$ cat config.mk
export PLATFORM = sky130hd
export DESIGN_NAME = lsu
export DESIGN_NICKNAME = d
export VERILOG_FILES = /design/src/rtl/lsu_pkg.sv /design/src/rtl/lsu_load_ext.sv /design/src/rtl/lsu.sv
export SDC_FILE = /design/constraint.sdc
export NUM_CORES = 1
export LEC_CHECK = 0
export CAP_MARGIN = 30
export CORE_ASPECT_RATIO = 2
export CORE_MARGIN = 3
export CORE_UTILIZATION = 35
export CTS_BUF_LIST = sky130_fd_sc_hd__clkbuf_8
export CTS_CLUSTER_DIAMETER = 50
export DETAILED_ROUTE_END_ITERATION = 10
export GPL_TIMING_DRIVEN = 0
export PLACE_DENSITY = 0.66
export SLEW_MARGIN = 10
export SYNTH_ARGS = -nofsm -noshare
export SYNTH_HDL_FRONTEND = slang
export SYNTH_SLANG_ARGS = --single-unit
$ cat constraint.sdc
create_clock -name clk -period 3.2 [get_ports clk]
set_input_delay 0.48 -clock clk [delete_from_list [all_inputs] [get_ports clk]]
set_output_delay 0.48 -clock clk [all_outputs]
set_load 0.02 [all_outputs]
$ cat src/rtl/lsu_pkg.sv
// Shared encodings for the load/store unit: funct3 codes, memory size codes,
// FSM states and the request legality check.
package lsu_pkg;

    localparam logic [2:0] F3_B  = 3'b000;
    localparam logic [2:0] F3_H  = 3'b001;
    localparam logic [2:0] F3_W  = 3'b010;
    localparam logic [2:0] F3_BU = 3'b100;
    localparam logic [2:0] F3_HU = 3'b101;

    localparam logic [1:0] SIZE_WORD = 2'b00;
    localparam logic [1:0] SIZE_HALF = 2'b01;
    localparam logic [1:0] SIZE_BYTE = 2'b10;

    typedef enum logic [1:0] {
        IDLE   = 2'd0,
        ACCESS = 2'd1,
        RESP   = 2'd2
    } state_t;

    // A request faults if its funct3 is not a legal load/store code for its
    // direction, or if the address is not naturally aligned for its width.
    function automatic logic is_fault(input logic write, input logic [2:0] funct3,
                                      input logic [1:0] addr_lo);
        logic illegal;
        logic misaligned;
        if (write)
            illegal = (funct3 > F3_W);
        else
            illegal = !(funct3 inside {F3_B, F3_H, F3_W, F3_BU, F3_HU});
        misaligned = ((funct3[1:0] == 2'b01) && addr_lo[0])
                   || ((funct3[1:0] == 2'b10) && (addr_lo != 2'b00));
        return illegal | misaligned;
    endfunction

    function automatic logic [1:0] size_of(input logic [1:0] width);
        case (width)
            2'b00:   return SIZE_BYTE;
            2'b01:   return SIZE_HALF;
            default: return SIZE_WORD;
        endcase
    endfunction

endpackage

$ cat src/rtl/lsu_load_ext.sv
// Sign/zero extension of low-aligned load data according to the load funct3.
module lsu_load_ext
    import lsu_pkg::*;
(
    input  logic [2:0]  funct3,
    input  logic [31:0] rdata,
    output logic [31:0] data
);

    always_comb begin
        case (funct3)
            F3_B:    data = {{24{rdata[7]}}, rdata[7:0]};
            F3_H:    data = {{16{rdata[15]}}, rdata[15:0]};
            F3_W:    data = rdata;
            F3_BU:   data = {24'd0, rdata[7:0]};
            F3_HU:   data = {16'd0, rdata[15:0]};
            default: data = 32'd0;
        endcase
    end

endmodule

$ cat src/rtl/lsu.sv
// Load/store unit: one request at a time, a single-cycle memory access, and a
// registered, backpressure-aware tagged response.
module lsu
    import lsu_pkg::*;
#(
    parameter int ADDR_W = 8,
    parameter int TAG_W  = 5
) (
    input  logic              clk,
    input  logic              rst,
    input  logic              req_valid,
    output logic              req_ready,
    input  logic              req_write,
    input  logic [2:0]        req_funct3,
    input  logic [ADDR_W-1:0] req_addr,
    input  logic [31:0]       req_wdata,
    input  logic [TAG_W-1:0]  req_tag,
    output logic              mem_read,
    output logic              mem_write,
    output logic [1:0]        mem_size,
    output logic              mem_signed,
    output logic [ADDR_W-1:0] mem_addr,
    output logic [31:0]       mem_wdata,
    input  logic [31:0]       mem_rdata,
    output logic              resp_valid,
    input  logic              resp_ready,
    output logic [31:0]       resp_data,
    output logic [TAG_W-1:0]  resp_tag,
    output logic              resp_write,
    output logic              resp_fault
);

    state_t              state, state_next;
    logic                r_write;
    logic [2:0]          r_funct3;
    logic [ADDR_W-1:0]   r_addr;
    logic [31:0]         r_wdata;
    logic [TAG_W-1:0]    r_tag;
    logic                r_fault;
    logic [31:0]         r_data;
    logic [31:0]         ext_data;
    logic                req_fire;
    logic                req_fault;

    assign req_ready  = (state == IDLE) & ~rst;
    assign req_fire   = req_valid & req_ready;
    assign req_fault  = is_fault(req_write, req_funct3, req_addr[1:0]);
    assign mem_signed = 1'b0;

    lsu_load_ext u_load_ext (
        .funct3 (r_funct3),
        .rdata  (mem_rdata),
        .data   (ext_data)
    );

    always_ff @(posedge clk) begin
        // NOTE: sequential state uses non-blocking assignments so every register samples pre-edge values.
        if (rst) begin
            state    <= IDLE;
            r_write  <= 1'b0;
            r_funct3 <= 3'd0;
            r_addr   <= '0;
            r_wdata  <= 32'd0;
            r_tag    <= '0;
            r_fault  <= 1'b0;
            r_data   <= 32'd0;
        end else begin
            state <= state_next;
            if (req_fire) begin
                r_write  <= req_write;
                r_funct3 <= req_funct3;
                r_addr   <= req_addr;
                r_wdata  <= req_wdata;
                r_tag    <= req_tag;
                r_fault  <= req_fault;
                r_data   <= 32'd0;
            end
            if (state == ACCESS && !r_write)
                r_data <= ext_data;
        end
    end

    always_comb begin
        // NOTE: every combinational output gets a default first so no path can infer a latch.
        state_next = state;
        mem_read   = 1'b0;
        mem_write  = 1'b0;
        mem_size   = 2'b00;
        mem_addr   = '0;
        mem_wdata  = 32'd0;
        resp_valid = 1'b0;
        resp_data  = 32'd0;
        resp_tag   = '0;
        resp_write = 1'b0;
        resp_fault = 1'b0;

        case (state)
            IDLE:    if (req_fire) state_next = req_fault ? RESP : ACCESS;
            ACCESS:  state_next = RESP;
            RESP:    if (resp_ready) state_next = IDLE;
            default: state_next = IDLE;
        endcase

        // Strobes are gated by rst so an aborted store never reaches memory.
        if (state == ACCESS && !rst) begin
            mem_read  = ~r_write;
            mem_write = r_write;
            mem_size  = size_of(r_funct3[1:0]);
            mem_addr  = r_addr;
            mem_wdata = r_wdata;
        end

        if (state == RESP && !rst) begin
            resp_valid = 1'b1;
            resp_data  = r_data;
            resp_tag   = r_tag;
            resp_write = r_write;
            resp_fault = r_fault;
        end
    end

endmodule

==> flow_summary.yaml, run 1 <==
critical_path:
  cp.arrival_ns: 2.55
  required_ns: 2.72
  cp_max_fo: 10
  cp-start-kind: "primary input"
  criticalPathCategory: "in -> out"
  reg2reg_slack_ns: 1.25
  end_kind: "output pin"
floorplan:
  die_w_um: 82.25
  dieHeight_um: 158.5
  start_util_pct: 35.85
  boundaryPins: 171
  core-area_um2: 11350
  num_rows: 55
  dieArea_um2: 13040
place:
  gp_congestion: 0.8436
  dp_hpwl_um: 11030
  io_buffers: 169
  place_area_um2: 5939
  pre_cts_ws_ns: -0.5469
  dp_cells: 823
cts:
  numCtsBuffers: 9
  clock-sinks: 84
  htree_num_levels: 3
  clk_latency_ns: 0.36
  clockBufferDepth: 2
  postCtsHoldBufs: 0
  clockRootBuffer: "clkbuf_8"
  clkSlewWorstSetupHoldPaths_ns: 0.09
  cts_tree: "done"
layout:
  n_fill_cell: 1092
  mostFrequentLayoutCells: "clkdlybuf4s50_1, nand2_1, dfxtp_1, a21oi_1, and2_1"
  fin_nets: 779
  area_growth_pct: 52.81
  regArea_um2: 1682
  multi_input_comb_area_um2: 2069
  drive_gt1_share_pct: 7.010
  mostFrequentLayoutCell: "clkdlybuf4s50_1"
  final_area_um2: 6220
  diodes: 0
  fin_cells: 841
global_route:
  grt_util_all_layers_pct: 21.67
  overflow: 0
  grt_pass1_wl_um: 21580
  grt_pass1_vias: 4422
  antenna_found_initial: 0
  grt_max_degree: 16
route:
  drtIter0Drc: 165
  firstDrtPassIters: 4
  vias: 4276
  final_antenna_net_count: 0
  drt_wl_total_um: 13900
  post_drt_wl_per_cell_um: 16.53
  viasPerCell: 5.084
  drcViolationCount: 0
outcome:
  outcome: "finished, final reports clean"
timing:
  skew_ns: 0.005650
  rsz0062_at_grt: "false"
  finalWorstSetupSlack_ns: 0.1677
  setup_viol: 0
  maxSlewHeadroom_pct: 54.62
  maxSlewViolCount: 0
  hold_violations: 0
  clock.fmax_mhz: 329.8
  tightest_slew_ns: 0.6761
  period_needed_ns: 3.032
  period_share_pct: 94.76
power:
  intPower_mw: 1.745
  power_leakage_nw: 2.108
  cellPowerDensity_nw_per_um2: 380.8
  p_switching_mw: 0.6233
  p_sw_share_pct: 26.32
  p_seq_share_pct: 46.6
  power.share.combinational_pct: 16.5
  clock_power_share_pct: 36.9
  irDropWorstVdd_v: 0.0002957
run:
  max-cap-violations: 0
logic_synthesis:
  yosys.cell_types.count: 34
  ys_ff_latch: 84
  postSynthCellCount: 512
  syn-cell-area_um2: 4070
  avgSynthCellArea_um2: 7.950
  yosysWarnings: 0
  synth_fp_nets: 597
  seq_area_frac_synth_pct: 41.32
worst_hold_path:
  hold_class: "reg -> reg"
[flip-flops by register name, indices dropped and copies added (netlist names)]
| register | flops |
|---|---|
| r_addr | 8 |
| state | 2 |
| r_data | 32 |
| r_wdata | 32 |
| r_fault | 1 |
| r_tag | 5 |
| r_funct3 | 3 |
| r_write | 1 |
[power by group through the flow]
stage          Sequential (mW)  Combinational, mW  Clock (mW)
2_1_floorplan             1.12              0.206           0
6_report                  1.10              0.390       0.875
4_1_cts                   1.10              0.393       0.896
3_3_place_gp              1.13              0.379           0
5_1_grt                   1.11              0.428       0.933
3_5_place_dp              1.13              0.387           0
[Yosys cell counts]
| master | count | area [um2] |
|---|---|---|
| nor2_1 | 3 | 11.26 |
| nor3b_1 | 3 | 22.52 |
| buf_6 | 2 | 22.52 |
| conb_1 | 1 | 3.750 |
| a21oi_2 | 2 | 17.52 |
| nand2_1 | 101 | 379.1 |
| nor4b_1 | 1 | 8.760 |
| clkinv_1 | 1 | 3.750 |
| or3_4 | 1 | 11.26 |
| nor4_1 | 33 | 206.5 |
| o32ai_1 | 24 | 210.2 |
| o31ai_1 | 8 | 60.06 |
| nand3b_1 | 1 | 7.510 |
| inv_1 | 32 | 120.1 |
| buf_4 | 1 | 7.510 |
| nor2b_1 | 1 | 6.260 |
| clkbuf_1 | 40 | 150.1 |
| nand2b_1 | 2 | 12.51 |
| nor3_1 | 2 | 10.01 |
| mux2_2 | 8 | 90.09 |
| a21boi_0 | 1 | 7.510 |
| o21ai_1 | 1 | 5.000 |
| buf_2 | 6 | 30.03 |
| a22oi_1 | 7 | 52.55 |
| a221oi_1 | 1 | 8.760 |
| nand3_1 | 8 | 40.04 |
| or4b_4 | 1 | 13.76 |
| o21a_1 | 16 | 120.1 |
| buf_1 | 2 | 7.510 |
| a21oi_1 | 52 | 260.3 |
| nor4b_2 | 1 | 15.01 |
| dfxtp_1 | 84 | 1682 |
| mux2i_1 | 16 | 160.2 |
| and2_1 | 49 | 306.5 |
[through the flow]
step                      hold WS, ns  setup TNS, ns  total power [mW]  utilization, %
after global placement         0.4392         -17.89             1.506           52.31
final                          0.4541              0             2.369           54.78
after global routing           0.4728              0             2.469           54.78
after detailed placement       0.4433         -21.07             1.516           52.31
after floorplan                0.4317              0             1.329               -
after CTS                      0.4567              0             2.392           54.73
[critical path, cell delays in order]
cell and delay (ns):
clkdlybuf4s50_1 0.46, buf_2 0.23, nor3b_4 0.19, buf_4 0.18
clkbuf_2 0.21, and2_1 0.16, clkdlybuf4s50_1 0.64
[final timing paths]
kind          startpoint             to  depth (start not counted)
min          r_wdata[17]    r_wdata[17]                          2
max reg2reg  r_funct3[1]     r_data[26]                          5
min reg2reg  r_wdata[17]    r_wdata[17]                          2
max                  rst  mem_wdata[23]                          7
[cell type report]
type	instances	area share, %
Buffer	51	3.621
Clock buffer	10	2.213
Clock inverter	6	1.529
Inverter	33	1.992
Multi-Input combinational cell	344	33.27
Sequential cell	84	27.04
Tap cell	142	2.857
Timing Repair Buffer	171	27.48
[per-layer routing]
layer | share of wire (%) | track usage [%]
met1 | 34 | 20.20
met2 | 55 | 40.93
met3 | 7.9 | 6.116
met4 | 3.4 | 11.01
met5 | 0 | 0
[repair_timing]
item / 4_1_cts / 5_1_grt
buffers inserted: 2 / 0
pin swaps: 1 / 0
endpoints found under the setup margin: 50 / 52
resized for setup: 8 / 6
[logic make-up after synthesis]
kind of cell | count (synthesis) | share of synthesized area [%]
flops | 84 | 41.32
mux | 24 | 6.148
simple gates | 207 | 25.82
compound gates | 112 | 18.23
buf+inv | 84 | 8.392
other cells | 1 | 0.09213
(Power assumes the default switching activity.)
==> run 2: changes to the inputs <==
Settings changed: CORE_MARGIN 3 to unset, SETUP_SLACK_MARGIN set to 0.05.
==> run 2 against run 1 <==
Effect of this change: via count is 0.12% higher; highest routed layer unchanged; critical endpoint is now resp_data[24]; clock power is 8.8% lower; worst setup slack worse by 0.013 ns.
==> flow_summary.yaml, run 2 (synthesis gave the netlist of run 1 again) <==
global_route:
  antenna_found_initial: 0
  grt_max_degree: 15
  grt_util_all_layers_pct: 22.65
  overflow: 0
  grt_pass1_wl_um: 21220
  grt_pass1_vias: 4409
timing:
  period_share_pct: 95.16
  tightest_slew_ns: 0.7715
  maxSlewHeadroom_pct: 48.22
  whs_ns: 0.4530
  skew_ns: 0.009145
  period_needed_ns: 3.045
  rsz0062_at_grt: "false"
  clock.fmax_mhz: 328.4
  maxSlewViolCount: 0
  fin_tns_setup_ns: 0
  hold_violations: 0
  setup_viol: 0
critical_path:
  r2r_end: "r_data[27]"
  criticalPathCategory: "in -> out"
  reg2reg_slack_ns: 1.27
  cp-start-kind: "primary input"
  required_ns: 2.72
  crit_end: "resp_data[24]"
  r2r_cells: 5
  worstReg2RegStart: "r_funct3[1]"
  cp_max_fo: 10
  worstSetupStartpoint: "rst"
  cp.arrival_ns: 2.57
  end_kind: "output pin"
power:
  power_leakage_nw: 2.075
  irDropWorstVdd_v: 0.0002274
  cellPowerDensity_nw_per_um2: 371.3
floorplan:
  dieArea_um2: 12090
  num_rows: 55
  dieHeight_um: 154.5
  start_util_pct: 36.06
  core-area_um2: 11290
  die_w_um: 78.25
  boundaryPins: 171
layout:
  diodes: 0
  fin_cells: 840
  fin_util_pct: 54.77
  mostFrequentLayoutCells: "clkdlybuf4s50_1, nand2_1, dfxtp_1, a21oi_1, and2_1"
  fin_nets: 778
  reg_top3: "r_data x32, r_wdata x32, r_addr x8"
  drive_gt1_share_pct: 6.447
  area_growth_pct: 51.86
  mostFrequentLayoutCell: "clkdlybuf4s50_1"
cts:
  clockRootBuffer: "clkbuf_8"
  postCtsHoldBufs: 0
  numCtsBuffers: 9
  clkSlewWorstSetupHoldPaths_ns: 0.08
  clk_latency_ns: 0.35
  cts_tree: "done"
  clock-sinks: 84
  clockBufferDepth: 2
  htree_num_levels: 3
route:
  drt_wl_total_um: 13580
  drtIter0Drc: 129
  viasPerCell: 5.096
  vias: 4281
  final_antenna_net_count: 0
  drcViolationCount: 0
  firstDrtPassIters: 4
  post_drt_wl_per_cell_um: 16.17
place:
  dp_hpwl_um: 10650
  dp_cells: 823
  io_buffers: 169
  gp_congestion: 0.8670
run:
  max-cap-violations: 0
worst_hold_path:
  hold_class: "reg -> reg"
outcome:
  outcome: "finished, final reports clean"
run 2: how the worst min path moves through the flow:
stage / startpoint / endpoint / slack (ns) / cells after the start
6_report: r_addr[7] / r_addr[7] / 0.45 / 2
3_5_place_dp: r_wdata[1] / r_wdata[1] / 0.44 / 2
4_1_cts: r_wdata[13] / r_wdata[13] / 0.45 / 2
3_3_place_gp: r_addr[7] / r_addr[7] / 0.44 / 2
5_1_grt: r_wdata[27] / r_wdata[27] / 0.48 / 2
2_1_floorplan: r_addr[0] / r_addr[0] / 0.43 / 2
run 2: routing by layer:
| metal | routed length (um) | GRT usage, % | vias to the layer above | part of all wire [%] |
|---|---|---|---|---|
| met5 | 0 | 0 | - | 0 |
| met4 | 321 | 9.877 | 0 | 2.4 |
| met3 | 658 | 4.720 | 22 | 4.8 |
| met2 | 7741 | 45.45 | 147 | 57 |
| met1 | 4858 | 21.01 | 1995 | 36 |
| li1 | - | - | 2117 | - |
run 2: layout make-up:
cell class                      instances  area [um2]
Tap cell                              142       177.7
Buffer                                 51       224.0
Clock inverter                          5       60.06
Fill cell                            1087        5105
Timing Repair Buffer                  170        1699
Multi-Input combinational cell        344        2063
Inverter                               33       123.9
Sequential cell                        84        1682
Clock buffer                           11       151.4
run 2: through the flow:
step | instance area, um2 | worst slack (ns) | total power [mW]
after global placement | 5939 | -0.5094 | 1.508
after CTS | 6181 | 0.08277 | 2.322
final | 6181 | 0.1549 | 2.295
after detailed placement | 5939 | -0.5296 | 1.519
after global routing | 6181 | 0.06003 | 2.401
after floorplan | 4070 | 1.040 | 1.329
run 2: timing repair:
action,in CTS,in global routing
gates resized for setup,8,1
gates cloned,0,0
pin swaps,1,0
setup endpoints to repair,51,22
buffers inserted,1,0
run 2: where the power goes:
| group | switching (mW) | leakage, nW | internal (mW) |
|---|---|---|---|
| combinational | 0.204 | 1.28 | 0.190 |
| sequential | 0.0182 | 0.683 | 1.09 |
| clock | 0.391 | 0.111 | 0.406 |
| total | 0.613 | 2.07 | 1.68 |
run 2: worst max-delay path: stages:
cell	delay, ns
clkdlybuf4s50_1	0.46
buf_2	0.23
clkbuf_1	0.27
nor4_1	0.42
clkdlybuf4s50_1	0.70
